<file path="config.mk">
export PLATFORM = sky130hd
export DESIGN_NAME = mips_writeback
export DESIGN_NICKNAME = d
export VERILOG_FILES = /design/src/rtl/mips_writeback.sv
export SDC_FILE = /design/constraint.sdc
export NUM_CORES = 1
export LEC_CHECK = 0
export CAP_MARGIN = 25
export CORE_AREA = 2 2 123 125
export DETAILED_ROUTE_END_ITERATION = 10
export DIE_AREA = 0 0 125 127
export PLACE_DENSITY = 0.74
export SLEW_MARGIN = 20
export SYNTH_ARGS = -nofsm -noshare
export SYNTH_HDL_FRONTEND = slang
export SYNTH_SLANG_ARGS = --single-unit
</file>
<file path="constraint.sdc">
create_clock -name clk -period 2.85 [get_ports clk]
set_clock_uncertainty 0.15 [all_clocks]
set_input_delay 0.57 -clock clk [delete_from_list [all_inputs] [get_ports clk]]
set_output_delay 0.57 -clock clk [all_outputs]
set_load 0.01 [all_outputs]
</file>
<file path="src/rtl/mips_writeback.sv">
// MEM/WB pipeline stage: registers memory-stage results, extracts big-endian load lanes
// and drives the register-file write port. Define MIPS_WB_BYPASS_EN to bypass writes onto decode reads.
module mips_writeback #(
  parameter int DATA_W = 32,
  parameter int ADDR_W = 5
) (
  input  logic              clk,
  input  logic              rst,
  input  logic              stall,
  input  logic              flush,
  input  logic              mem_valid,
  input  logic              mem_RegWrite,
  input  logic [1:0]        mem_MemtoReg,
  input  logic [ADDR_W-1:0] mem_dest,
  input  logic [DATA_W-1:0] mem_alu_result,
  input  logic [DATA_W-1:0] mem_load_data,
  input  logic [1:0]        mem_load_size,
  input  logic              mem_load_unsigned,
  input  logic [DATA_W-1:0] mem_link_addr,
  input  logic [ADDR_W-1:0] read_register1,
  input  logic [ADDR_W-1:0] read_register2,
  input  logic [DATA_W-1:0] rf_data1,
  input  logic [DATA_W-1:0] rf_data2,
  output logic              RegWrite,
  output logic [ADDR_W-1:0] write_register,
  output logic [DATA_W-1:0] write_data,
  output logic [DATA_W-1:0] read_data1,
  output logic [DATA_W-1:0] read_data2,
  output logic              wb_misalign,
  output logic [31:0]       wb_count
);

  logic              valid_q, we_q, misalign_q;
  logic [ADDR_W-1:0] dest_q;
  logic [DATA_W-1:0] data_q;
  logic [31:0]       count_q;

  logic              we_d, misalign_d;
  logic [DATA_W-1:0] data_d, load_d;
  logic [7:0]        byte_lane;
  logic [15:0]       half_lane;
  logic [1:0]        a;

  assign a = mem_alu_result[1:0];

  always_comb begin
    byte_lane = 8'h00;
    half_lane = 16'h0000;
    load_d    = '0;
    // Big-endian: offset 0 selects the most significant lane.
    case (a)
      2'd0:    byte_lane = mem_load_data[31:24];
      2'd1:    byte_lane = mem_load_data[23:16];
      2'd2:    byte_lane = mem_load_data[15:8];
      default: byte_lane = mem_load_data[7:0];
    endcase
    half_lane = a[1] ? mem_load_data[15:0] : mem_load_data[31:16];
    case (mem_load_size)
      2'b00:   load_d = {{(DATA_W-8){byte_lane[7] & ~mem_load_unsigned}}, byte_lane};
      2'b01:   load_d = {{(DATA_W-16){half_lane[15] & ~mem_load_unsigned}}, half_lane};
      default: load_d = mem_load_data;
    endcase
  end

  always_comb begin
    data_d     = '0;
    misalign_d = 1'b0;
    case (mem_MemtoReg)
      2'b00: data_d = mem_alu_result;
      2'b01: begin
        data_d = load_d;
        // Reserved size 11 is treated as a word access.
        misalign_d = ((mem_load_size == 2'b01) & a[0]) |
                     (mem_load_size[1] & (a != 2'b00));
      end
      2'b10:   data_d = mem_link_addr;
      default: data_d = '0;
    endcase
    we_d = mem_valid & mem_RegWrite & (mem_dest != '0) & ~misalign_d &
           (mem_MemtoReg != 2'b11);
  end

  always_ff @(posedge clk or negedge rst) begin
    if (!rst) begin
      valid_q    <= 1'b0;
      we_q       <= 1'b0;
      misalign_q <= 1'b0;
      dest_q     <= '0;
      data_q     <= '0;
    end else if (flush) begin
      valid_q    <= 1'b0;
      we_q       <= 1'b0;
      misalign_q <= 1'b0;
    end else if (!stall) begin
      valid_q    <= mem_valid;
      we_q       <= we_d;
      misalign_q <= misalign_d;
      dest_q     <= mem_dest;
      data_q     <= data_d;
    end
  end

  // Counts write strobes, so a stalled write is counted on every edge it is held.
  always_ff @(posedge clk or negedge rst) begin
    if (!rst) begin
      count_q <= '0;
    end else if (valid_q & we_q) begin
      count_q <= count_q + 32'd1;
    end
  end

  assign RegWrite       = valid_q & we_q;
  assign write_register = dest_q;
  assign write_data     = data_q;
  assign wb_misalign    = valid_q & misalign_q;
  assign wb_count       = count_q;

`ifdef MIPS_WB_BYPASS_EN
  assign read_data1 = (RegWrite && (write_register == read_register1)) ? write_data : rf_data1;
  assign read_data2 = (RegWrite && (write_register == read_register2)) ? write_data : rf_data2;
`else
  assign read_data1 = rf_data1;
  assign read_data2 = rf_data2;
`endif

endmodule

</file>
==> metrics.md <==
| Metric | Value |
|---|---|
| Antenna diodes | `0` |
| Final Hold Viols | `0` |
| Unrepaired setup endpoints after global routing | `no` |
| Die ar. | `15900 um^2` |
| Initial DRC Count | `147` |
| Worst Tran Pin Value | `0.881 ns` |
| Initial core utilization | `32.3%` |
| Mapped Area | `4660 um^2` |
| Largest net degree at the start of global routing | `73` |
| Detailed Place HPWL | `11300 um` |
| Yosys warnings | `0` |
| Crit path cell chain | `clkdlybuf4s50_1 -> mux4_2 -> nor3_1 -> a2111oi_0 -> o22a_1` |
| F_max | `0.421 GHz` |
| Post-synth ARST share | `100%` |
| Residual DRC | `0` |
| Pwr/cell area | `461 nW/um^2` |
| Antenna-violating nets left | `0` |
| Seq cells post-synth | `72` |
| Core Box Area | `14400 um^2` |
| Worst-path clk slew | `0.06 ns` |
| GPL Wtd Cong | `0.834` |
| Placement row count | `44` |
| Util after Layout | `44.9%` |
| Share of cells above drive strength 1 | `9.20%` |
| EDFF count, synth | `0` |
| Crit-path max cell delay | `0.77 ns` |
| CP max FO | `6` |
| Ys flop type | `dfrtp_1` |
| Antenna violations before repair | `0` |
| Fin crit share | `83.3%` |
| Mean Syn Cell Area | `9.49 um^2` |
| Post-Place Cells | `776` |
| Vias in the first global route | `4154` |
| Clock Sinks | `72` |
| Drt pass-1 iters | `4` |
| Most frequent cells in the layout | `180 x clkdlybuf4s50_1, 72 x dfrtp_1, 57 x nand2_1` |
| Synthesized net count | `678` |
| Residual overflow from global routing | `0` |
| Leakage power | `2.71 nW` |
| Vias | `4162` |
| CTS Root Cell | `clkbuf_16` |
| Reg2reg path depth | `5` |
| Reg-to-Reg Start | `wb_count[0]` |
| # IOs | `321` |
| Reg2reg end | `wb_count[28]` |
| Hold Crit Class | `primary input to asynchronous set/reset pin` |
| CP arrival | `2.50 ns` |
| Post-CTS setup buffer count | `0` |
| Worst reg-to-reg setup slack | `0.72 ns` |
| Critical Path Sink Type | `flop` |
| Global Route Usage Sum | `18.4%` |
| Yosys cell types | `45` |
| First-pass GRT wire length | `22800 um` |
| Power consumption | `2.99 mW` |
| Chip width | `125 um` |
| Layout Cells excl Fill | `793` |
| Setup_tns | `0 ns` |
| Hold-fix buffer count after cts | `0` |
| Max_cap viols | `0` |
| Crit-path slowest cell | `a2111oi_0` |
| Die Y | `127 um` |
| Vias per Instance | `5.25` |
| Resize count post-CTS | `0` |
| Worst Path Required | `2.98 ns` |
| DR WL/cell | `18.6 um` |
| Sequential share of the synthesized area | `38.6%` |
| Port bufs | `182` |
| Worst slew margin | `39.7%` |
| Status | `complete, no violations` |
| Worst path top cell family by delay | `compound AO/OA/AOI/OAI gates` |
| VDD IR-drop max | `0.307 mV` |
| CTS tree | `yes` |
| Final min period | `2.37 ns` |
| Commonest non-fill, non-tap cell in the layout | `clkdlybuf4s50_1` |
| Worst-Skew Late Latency | `0.34 ns` |
| Startpoint Class | `primary input` |
| Final setup violating endpoints | `0` |
| Synthesis-to-layout area growth | `38.9%` |
| Setup Crit Path Kind | `primary input to flop` |
| Slew Limit Fails | `0` |
| WP buf/inv | `1` |
| Synth Instances | `491` |
| Nets | `791` |
| Drt total wl | `14800 um` |
| Total CTS buffers | `9` |
| CTS H-tree lvls | `3` |
| Clk buf depth | `2` |
worst register-to-register path, stage by stage (launching register included):
cell	delay [ns]
dfrtp_1	0.44
ha_1	0.23
nand4_2	0.15
nor4_4	0.61
nand3_1	0.23
xnor2_1	0.19
area by class of cell:
cell class	instances	area, um^2
sequential	72	1800
timing repair buffer	195	1920
clock buffer	10	229
fill	1394	7950
clock inverter	6	60.1
multi-input combinational	323	2220
tap	184	230
inverter	3	11.3
cells by family after synthesis:
| logic type | synth area share, % |
|---|---|
| simple gates | 17.1 |
| compound gates | 14.6 |
| buf+inv | 13.7 |
| flops | 38.6 |
| mux | 9.77 |
| xor+xnor | 5.82 |
| fa+ha+maj | 0.268 |
cells in the mapped netlist (6+ instances only):
cell type,count,area share [%]
o221ai_1,11,2.1
a21oi_1,43,4.6
nand2_1,57,4.6
nand3_1,11,1.2
xnor2_1,27,5.1
buf_4,65,10
clkbuf_1,10,0.81
o221ai_2,10,3.2
or3b_2,6,1.1
o211ai_1,7,1.1
buf_2,11,1.2
nor2_1,28,2.3
o21ai_0,13,1.4
nand4_1,13,1.7
mux2i_1,41,8.8
or3_1,9,1.2
dfrtp_1,72,39
per-layer routing:
layer | up-vias | wire [um] | GRT usage [%] | share of wire, %
met2 | 209 | 7630 | 33.0 | 52
met5 | - | 0 | 0 | 0
li1 | 1901 | - | - | -
met4 | 0 | 456 | 8.04 | 3.1
met3 | 32 | 1020 | 4.90 | 6.9
met1 | 2020 | 5660 | 20.7 | 38
sequential cells by signal (all words and copies together) (netlist names):
| register | cells |
|---|---|
| write_data | 32 |
| we_q | 1 |
| write_register | 5 |
| valid_q | 1 |
| wb_count | 32 |
| misalign_q | 1 |
how the worst max path moves through the flow:
stage,start,endpoint,slack [ns],cells after the start
floorplan,mem_alu_result[1],write_data[27],0.96,6
detailed placement,mem_alu_result[0],write_data[7],0.07,5
CTS,mem_alu_result[0],write_data[7],0.43,5
finish,mem_alu_result[1],write_data[7],0.48,5
global route,mem_alu_result[0],write_data[7],0.33,5
global placement,mem_alu_result[0],write_data[7],0.10,5
power by group:
part / leakage [nW] / switching, mW / internal [mW]
clock network: 0.138 / 0.457 / 0.673
registers: 0.956 / 0.0573 / 1.11
logic: 1.61 / 0.301 / 0.392
metrics by stage:
stage | hold slack, ns | setup slack (ns) | instance area, um^2
global placement | 0.311 | 0.104 | 6170
detailed placement | 0.315 | 0.0677 | 6170
floorplan | 0.124 | 0.955 | 4660
finish | 0.0121 | 0.476 | 6480
CTS | 0.264 | 0.431 | 6460
global route | 0.0399 | 0.332 | 6480
Note: power is estimated with default switching activity, not from simulation.
